[src/rtl/output_packetizer_if.sv]
// Stream bundle between the FFT output accumulator, the packetizer and the S2MM DMA port.
// slave is the packetizer's view; master is the view of the logic on either side of it.
interface output_packetizer_if #(
    parameter int DATA_W = 32
);
    logic [DATA_W-1:0] i_data;
    logic              i_data_valid;
    logic              o_data_ready;
    logic [DATA_W-1:0] o_data;
    logic              o_data_valid;
    logic              o_data_last;
    logic              i_data_ready;

    modport master (
        output i_data, i_data_valid, i_data_ready,
        input  o_data_ready, o_data, o_data_valid, o_data_last
    );

    modport slave (
        input  i_data, i_data_valid, i_data_ready,
        output o_data_ready, o_data, o_data_valid, o_data_last
    );
endinterface

[src/rtl/output_packetizer.sv]
// Frames the accumulated FFT stream into FRAME_LEN-beat packets behind a 2-entry skid buffer.
// Define OUT_PKT_HDR_EN to prefix every packet with a {16'hFF7A, frame count} header word.
module output_packetizer #(
    parameter int FRAME_LEN = 256,
    parameter int DATA_W    = 32
) (
    input  logic               i_clk,
    input  logic               i_rst_n,
    output_packetizer_if.slave bus,
    output logic [15:0]        o_frame_cnt,
    output logic               o_busy
);
    localparam int               CNT_W     = (FRAME_LEN > 1) ? $clog2(FRAME_LEN) : 1;
    localparam logic [CNT_W-1:0] LAST_BEAT = CNT_W'(FRAME_LEN - 1);
`ifdef OUT_PKT_HDR_EN
    localparam logic [15:0]      HDR_TAG   = 16'hFF7A;
`endif

    typedef enum logic [1:0] {
        IDLE = 2'd0,
        HDR  = 2'd1,
        DATA = 2'd2
    } state_e;

    state_e            state_q, state_d;
    logic [CNT_W-1:0]  beat_cnt_q, beat_cnt_d;
    logic [15:0]       frame_cnt_q, frame_cnt_d;
    logic              out_valid_q, out_valid_d;
    logic              out_last_q, out_last_d;
    logic [DATA_W-1:0] out_data_q, out_data_d;
    logic              skid_valid_q, skid_valid_d;
    logic [DATA_W-1:0] skid_data_q, skid_data_d;
    logic              ready_q, ready_d;
    logic              busy_q, busy_d;

    logic              in_acc, out_acc, out_free, word_avail;
    logic              load_data, load_hdr;
    logic [DATA_W-1:0] head_data;

    assign in_acc     = bus.i_data_valid & ready_q;
    assign out_acc    = out_valid_q & bus.i_data_ready;
    assign out_free   = ~out_valid_q | out_acc;
    assign word_avail = skid_valid_q | in_acc;
    // The skid entry always holds the oldest word, so it drains before the input port.
    assign head_data  = skid_valid_q ? skid_data_q : bus.i_data;

    always_comb begin
        // NOTE: every variable gets a default first so no path through this block infers a latch.
        state_d      = state_q;
        beat_cnt_d   = beat_cnt_q;
        frame_cnt_d  = frame_cnt_q;
        out_valid_d  = out_valid_q;
        out_last_d   = out_last_q;
        out_data_d   = out_data_q;
        skid_valid_d = skid_valid_q;
        skid_data_d  = skid_data_q;
        load_data    = 1'b0;
        load_hdr     = 1'b0;

        if (out_acc) begin
            out_valid_d = 1'b0;
            out_last_d  = 1'b0;
            if (out_last_q) frame_cnt_d = frame_cnt_q + 16'd1;
        end

        if (out_free && word_avail) begin
`ifdef OUT_PKT_HDR_EN
            load_hdr  = (state_q != HDR) && (beat_cnt_q == '0);
            load_data = ~load_hdr;
`else
            load_data = 1'b1;
`endif
        end

        if (load_data) begin
            // ready is low whenever the skid entry is full, so it is always empty after this load
            out_valid_d  = 1'b1;
            out_data_d   = head_data;
            out_last_d   = (beat_cnt_q == LAST_BEAT);
            skid_valid_d = 1'b0;
            if (beat_cnt_q == LAST_BEAT) begin
                beat_cnt_d = '0;
                state_d    = bus.i_data_valid ? DATA : IDLE;
            end else begin
                beat_cnt_d = beat_cnt_q + CNT_W'(1);
                state_d    = DATA;
            end
        end else if (load_hdr) begin
`ifdef OUT_PKT_HDR_EN
            // frame_cnt_d already includes a last beat retiring on this same edge
            out_data_d = DATA_W'({HDR_TAG, frame_cnt_d});
`endif
            out_valid_d = 1'b1;
            out_last_d  = 1'b0;
            state_d     = HDR;
            if (in_acc) begin
                skid_valid_d = 1'b1;
                skid_data_d  = bus.i_data;
            end
        end else if (in_acc) begin
            skid_valid_d = 1'b1;
            skid_data_d  = bus.i_data;
        end

        ready_d = ~skid_valid_d;
        busy_d  = (beat_cnt_d != '0) | out_valid_d | skid_valid_d;
    end

    // NOTE: the data registers are reset too; they are plain flops, not a memory array.
    always_ff @(posedge i_clk or negedge i_rst_n) begin
        if (!i_rst_n) begin
            state_q      <= IDLE;
            beat_cnt_q   <= '0;
            frame_cnt_q  <= '0;
            out_valid_q  <= 1'b0;
            out_last_q   <= 1'b0;
            out_data_q   <= '0;
            skid_valid_q <= 1'b0;
            skid_data_q  <= '0;
            ready_q      <= 1'b0;
            busy_q       <= 1'b0;
        end else begin
            // NOTE: non-blocking assignments so every flop samples the pre-edge values.
            state_q      <= state_d;
            beat_cnt_q   <= beat_cnt_d;
            frame_cnt_q  <= frame_cnt_d;
            out_valid_q  <= out_valid_d;
            out_last_q   <= out_last_d;
            out_data_q   <= out_data_d;
            skid_valid_q <= skid_valid_d;
            skid_data_q  <= skid_data_d;
            ready_q      <= ready_d;
            busy_q       <= busy_d;
        end
    end

    assign bus.o_data       = out_data_q;
    assign bus.o_data_valid = out_valid_q;
    assign bus.o_data_last  = out_last_q;
    assign bus.o_data_ready = ready_q;
    assign o_frame_cnt      = frame_cnt_q;
    assign o_busy           = busy_q;
endmodule

[src/flat_wrapper.sv]
// flat-port wrapper written by rule: the top's interface ports become plain ports
module output_packetizer_flat 
#(
    parameter int FRAME_LEN = 256,
    parameter int DATA_W    = 32
)
  (i_clk, i_rst_n, o_frame_cnt, o_busy, bus_i_data, bus_i_data_valid, bus_i_data_ready, bus_o_data_ready, bus_o_data, bus_o_data_valid, bus_o_data_last);
  output_packetizer_if #(.DATA_W(DATA_W)) bus_i ();
  input  logic i_clk;
  input  logic i_rst_n;
  output logic [15:0] o_frame_cnt;
  output logic o_busy;
  input wire logic [$bits(bus_i.i_data)-1:0] bus_i_data;
  input wire logic [$bits(bus_i.i_data_valid)-1:0] bus_i_data_valid;
  input wire logic [$bits(bus_i.i_data_ready)-1:0] bus_i_data_ready;
  output wire logic [$bits(bus_i.o_data_ready)-1:0] bus_o_data_ready;
  output wire logic [$bits(bus_i.o_data)-1:0] bus_o_data;
  output wire logic [$bits(bus_i.o_data_valid)-1:0] bus_o_data_valid;
  output wire logic [$bits(bus_i.o_data_last)-1:0] bus_o_data_last;
  assign bus_i.i_data = bus_i_data;
  assign bus_i.i_data_valid = bus_i_data_valid;
  assign bus_i.i_data_ready = bus_i_data_ready;
  assign bus_o_data_ready = bus_i.o_data_ready;
  assign bus_o_data = bus_i.o_data;
  assign bus_o_data_valid = bus_i.o_data_valid;
  assign bus_o_data_last = bus_i.o_data_last;
  output_packetizer #(.FRAME_LEN(FRAME_LEN), .DATA_W(DATA_W)) u_core (.i_clk(i_clk), .i_rst_n(i_rst_n), .bus(bus_i), .o_frame_cnt(o_frame_cnt), .o_busy(o_busy));
endmodule
[config.mk]
export PLATFORM = sky130hd
export DESIGN_NAME = output_packetizer_flat
export DESIGN_NICKNAME = d
export VERILOG_FILES = /design/src/rtl/output_packetizer_if.sv /design/src/rtl/output_packetizer.sv /design/src/flat_wrapper.sv
export SDC_FILE = /design/constraint.sdc
export NUM_CORES = 1
export LEC_CHECK = 0
export CORE_MARGIN = 4
export CORE_UTILIZATION = 45
export CTS_CLUSTER_SIZE = 16
export DETAILED_ROUTE_END_ITERATION = 8
export PLACE_DENSITY = 0.75
export SLEW_MARGIN = 20
export SYNTH_ARGS = -nofsm -noshare
export SYNTH_HDL_FRONTEND = slang
export SYNTH_SLANG_ARGS = --single-unit
[constraint.sdc]
create_clock -name i_clk -period 1.3 [get_ports i_clk]
set_input_delay 0.26 -clock i_clk [delete_from_list [all_inputs] [get_ports i_clk]]
set_output_delay 0.26 -clock i_clk [all_outputs]
set_load 0.005 [all_outputs]
### Word level (Yosys, flattened, before mapping)

Index checks and enable logic that the tools add are counted.

* output and inout port bits: 52
* input port bits: 36
* register bits after elaboration: 93

* eq/ne operators: 1
* multiplexer cells: 10
* bitwise gates (word level): 9
* $add $sub $neg: 2
* reduce and logical (&&, ||, !) cells: 5

Operators by type and width (count)
* 32-bit 2-to-1 mux: 1
* 16-bit by 1-bit adder with 16-bit output (second input constant): 1
* 8-bit 2-to-1 mux: 2
* 8-bit by 1-bit adder with 8-bit output (second input constant): 1
* 8-bit == test (second input constant): 1
* 8-bit nonzero test: 1
* 1-bit 2-to-1 mux: 7
* 1-bit OR: 4
* 2-bit AND reduction: 2
* 1-bit inverter: 3
* 1-bit bitwise AND: 2
* 2-bit nonzero test: 1
* 1-bit logical AND: 1

### Logic depth before layout (Yosys ltp)

* depth in word-level cells: 8
* mapped depth: 7
* depth with buffers taken out: 5

### Worst setup path before layout

Ideal clock, no wire load.

* kind: reg-to-reg
* start point: reg u_core.frame_cnt_q[0] (netlist: u_core.o_frame_cnt[0])
* end point: reg u_core.frame_cnt_q[12] (netlist: u_core.o_frame_cnt[12])
* path slack: -0.167 ns
* data required time: 1.177 ns
* cell stages (with the launch flop): 6
* buffers on the path: 0
* arrival time: 1.344 ns
* setup time: 0.123 ns
* path through: dfrtp_1 > ha_1 > nand4_1 > nor4_2 > nand4_1 > xnor2_1

* word-level cells in the longest chain between the ends: 1

Ends and longest elaborated chain
* start, declared: RTL line output_packetizer.sv:27 `logic [15:0] frame_cnt_q, frame_cnt_d;`
* start signal, assigned: RTL line output_packetizer.sv:126 `frame_cnt_q <= frame_cnt_d;`
* 16-bit by 1-bit adder with 16-bit output: RTL line output_packetizer.sv:63 `if (out_last_q) frame_cnt_d = frame_cnt_q + 16'd1;`

No other way between the ends.
A chain may end at the register's enable or synchronous reset.

### Worst setup path after layout

* start point: reg u_core.frame_cnt_q[0] (netlist: u_core.o_frame_cnt[0])
* end point: reg u_core.frame_cnt_q[8] (netlist: u_core.o_frame_cnt[8])

The elaborated chain is that of the path after synthesis.

==> key figures <==
Run status
  • Outcome: finished with violations
  • Failing checks: setup timing

Pwr
  • Max rail drop VDD: 1080 uV
  • Switching power total: 2.90 mW
  • P per Cell Area: 1410 mW/mm^2
  • Clk pwr share: 23.3%
  • Pleak: 3.24 nW
  • Internal power consumption: 6.50 mW
  • Switching share of total power: 30.8%
  • Part of the power in combinational logic: 33.4%
  • Fraction of power consumed by sequential logic: 43.3%

Global routing
  • Number of antenna violations at the first check in global routing: 0
  • Total global routing track utilization: 20.4%
  • Wire length of the first global-routing pass: 16.5 mm
  • Pin count of the biggest net entering global routing: 26
  • Vias in the first global route: 3373
  • Total congestion overflow: 0

Die
  • Core box area: 0.00838 sq mm
  • X dimension of the die: 102 um
  • I/O pin total: 88
  • Die Ht: 102 um
  • Initial Utilization: 47.2%
  • Number of placement rows: 33
  • Die area: 0.0103 sq mm

Detailed routing
  • Drt first pass iters: 4
  • Number of remaining DRC errors: 0
  • Wire length reported by the detailed router: 11.8 mm
  • Remaining antenna violation count after routing: 0
  • DR vias/cell: 5.34
  • Detail-routed net length per standard cell: 19.1 um
  • Detailed-route via count: 3312
  • Detailed router's first-iteration violation count: 103

Cells and area
  • NumNets Final: 548
  • Most common library cell in the layout ignoring fill and taps: sky130_fd_sc_hd__dfrtp_1
  • Number of antenna cells inserted: 0
  • Fraction of final layout cells sized beyond drive strength 1: 48.3%
  • Count of filler cells inserted in the layout: 468
  • Area Overhead vs Synth: 69.0%
  • Commonest cells after routing, fill and taps aside: sky130_fd_sc_hd__dfrtp_1, sky130_fd_sc_hd__buf_4, sky130_fd_sc_hd__mux2_4, sky130_fd_sc_hd__mux2i_1, sky130_fd_sc_hd__clkdlybuf4s50_1

CTS
  • CTS Root Cell: sky130_fd_sc_hd__clkbuf_8
  • Clk buf depth: 2
  • H-tree levels: 3
  • Clock edge transition at the registers on the reported setup and hold paths: 0.10 ns
  • Num Clock Sinks: 93
  • Clk_lat worst skew: 0.37 ns
  • TritonCTS Buffers: 9
  • Clock tree from TritonCTS: yes

Setup path
  • Crit start category: flip-flop
  • CP Buf/Inv Count: 2
  • Required time of the worst setup path: 1.59 ns
  • Cells traversed along the worst timing path: buf_6 > ha_4 > nand4_1 > buf_4 > nor3_4 > and3_1 > xor2_1
  • Dominant delay contributor by cell family on the critical path: simple AND/OR/NAND/NOR gates
  • Delay of the slowest cell on the worst path: 0.38 ns
  • Maximum fanout along the worst path: 3
  • Arrival time reported for the critical path endpoint: 1.84 ns
  • Worst setup path category: flip-flop to flip-flop
  • Slowest-stage cell, CP: sky130_fd_sc_hd__dfrtp_1
  • Nature of the critical path endpoint: flip-flop

Placement
  • Number of buffer cells added on primary ports: 87
  • Global placement routability congestion: 0.844
  • Dpl ws: -0.516 ns
  • Hpwl dp: 6.40 mm

Logic synthesis
  • Synth Instances: 325
  • Synthesized Nets: 363
  • Post-synthesis sequential element count: 93
  • Post-Synthesis Cell Area: 0.00395 sq mm
  • Post-synth top flop: sky130_fd_sc_hd__dfrtp_1
  • Mean post-synth cell area: 12.2 sq um
  • Share of synthesized area occupied by flip-flops and latches: 58.9%
  • Yosys warning count: 0
  • Number of flops mapped to enable cells by yosys: 0
  • Async S/R FF share, synth: 100%
  • Netlist cell types: 35

Timing
  • Final hold viol count: 0
  • Aggregate negative setup slack: -11.03 ns
  • Final setup violation count: 84
  • Min Clock Period, post-route: 1.55 ns
  • Final Worst Setup Slack: -0.253 ns
  • Number of max-slew violations in the final report: 0
  • Rel. slew slack: 74.5%
  • Transition at the pin with the smallest max-transition slack: 0.383 ns
  • RSZ-0062 raised after global routing: true
  • Worst clock skew: 0.0127 ns
  • Fmax: 644 MHz
  • Post-route clock period utilization: 119%

Worst hold path
  • Min-Delay Path Class: input port to asynchronous set/reset pin

Run
  • Max-cap viol count: 0
[cell usage after synthesis, types with 3 or more instances]
cell type	number	area [sq um]
sky130_fd_sc_hd__dfrtp_1	93	2330
sky130_fd_sc_hd__nand2_1	50	188
sky130_fd_sc_hd__o21ai_0	33	165
sky130_fd_sc_hd__mux2i_1	32	320
sky130_fd_sc_hd__mux2_2	31	349
sky130_fd_sc_hd__xnor2_1	12	105
sky130_fd_sc_hd__buf_2	9	45.0
sky130_fd_sc_hd__nand4_1	7	43.8
sky130_fd_sc_hd__nand3_1	6	30.0
sky130_fd_sc_hd__nor3_1	5	25.0
sky130_fd_sc_hd__xor2_1	5	43.8
sky130_fd_sc_hd__a31oi_1	3	18.8
sky130_fd_sc_hd__buf_4	3	22.5
sky130_fd_sc_hd__clkbuf_1	3	11.3
sky130_fd_sc_hd__inv_1	3	11.3
sky130_fd_sc_hd__nand2b_1	3	18.8
sky130_fd_sc_hd__nor2_1	3	11.3
[sequential cells by signal, indices dropped and copies added (netlist names)]
name and flops:
u_core.bus.o_data 32, u_core.skid_valid_q 1, u_core.beat_cnt_q 8, u_core.bus.o_data_last 1
u_core.bus.o_data_ready 1, u_core.bus.o_data_valid 1, u_core.o_frame_cnt 16, u_core.o_busy 1
u_core.skid_data_q 32
[power by group through the flow]
stage	logic [mW]	clock network (mW)	registers, mW
after floorplan	0.964	0	3.96
after global placement	2.09	0	3.97
after detailed placement	2.17	0	3.99
after CTS	2.50	2.23	3.95
after global routing	3.35	2.35	4.14
final	3.14	2.19	4.06
[worst paths after layout]
check | startpoint | endpoint | slack (ns) | depth (start not counted)
worst max-delay path | u_core.o_frame_cnt[0] | u_core.o_frame_cnt[8] | -0.25 | 7
worst min-delay path | i_rst_n | u_core.o_frame_cnt[9] | 0.36 | 2
min in group i_clk | u_core.bus.o_data[25] | u_core.bus.o_data[25] | 0.50 | 2
max in group asynchronous | i_rst_n | u_core.skid_valid_q | 0.47 | 3
worst max register to register | u_core.o_frame_cnt[0] | u_core.o_frame_cnt[8] | -0.25 | 7
worst min register to register | u_core.bus.o_data[25] | u_core.bus.o_data[25] | 0.50 | 2
[what timing repair did]
action,CTS,global route
endpoints found under the hold margin,21,0
hold buffers,1,0
gates resized for setup,179,150
pin swaps,16,58
endpoints found under the setup margin,127,117
cloned,3,6
setup buffers,32,17
[kinds of logic (layout without fill, tap and decap cells)]
family | count (synthesis) | count (layout) | share of synthesized area [%]
buffers and inverters | 18 | 208 | 2.28
muxes | 65 | 65 | 17.5
AOI/OAI and AO/OA | 43 | 43 | 5.89
and+or+nand+nor | 87 | 87 | 11.0
DFF | 93 | 93 | 58.9
adders and majority gates | 2 | 2 | 0.633
xor gates and xnor gates | 17 | 17 | 3.77
[per-layer routing]
layer	up-vias	GRT usage (%)	share of wire, %
met5	-	0	0
met4	0	5.83	2.2
met3	21	5.30	4.4
met2	100	35.0	54
met1	1679	25.6	40
li1	1512	-	-
[area by class of cell]
| cell class | instances | area [sq um] | area share (%) |
|---|---|---|---|
| repair buffers | 189 | 1930 | 28.9 |
| flip-flops and latches | 93 | 2330 | 34.9 |
| multi-input cells | 214 | 2060 | 30.8 |
| inverters | 3 | 11.3 | 0.169 |
| well taps | 105 | 131 | 1.97 |
| clock inverters | 6 | 93.8 | 1.40 |
| clock buffers | 10 | 128 | 1.91 |
[metrics by stage]
step	hold WS (ns)	instances	power, mW	cell area [sq um]	util, %
2_1_floorplan	-0.0356	325	4.92	4020	-
5_1_grt	0.355	620	9.84	6680	79.7
3_3_place_gp	0.207	548	6.06	5340	63.7
4_1_cts	0.348	600	8.68	6110	72.9
6_report	0.357	620	9.40	6680	79.7
3_5_place_dp	0.205	548	6.16	5340	63.7
Power figures use the tool's default switching activity.
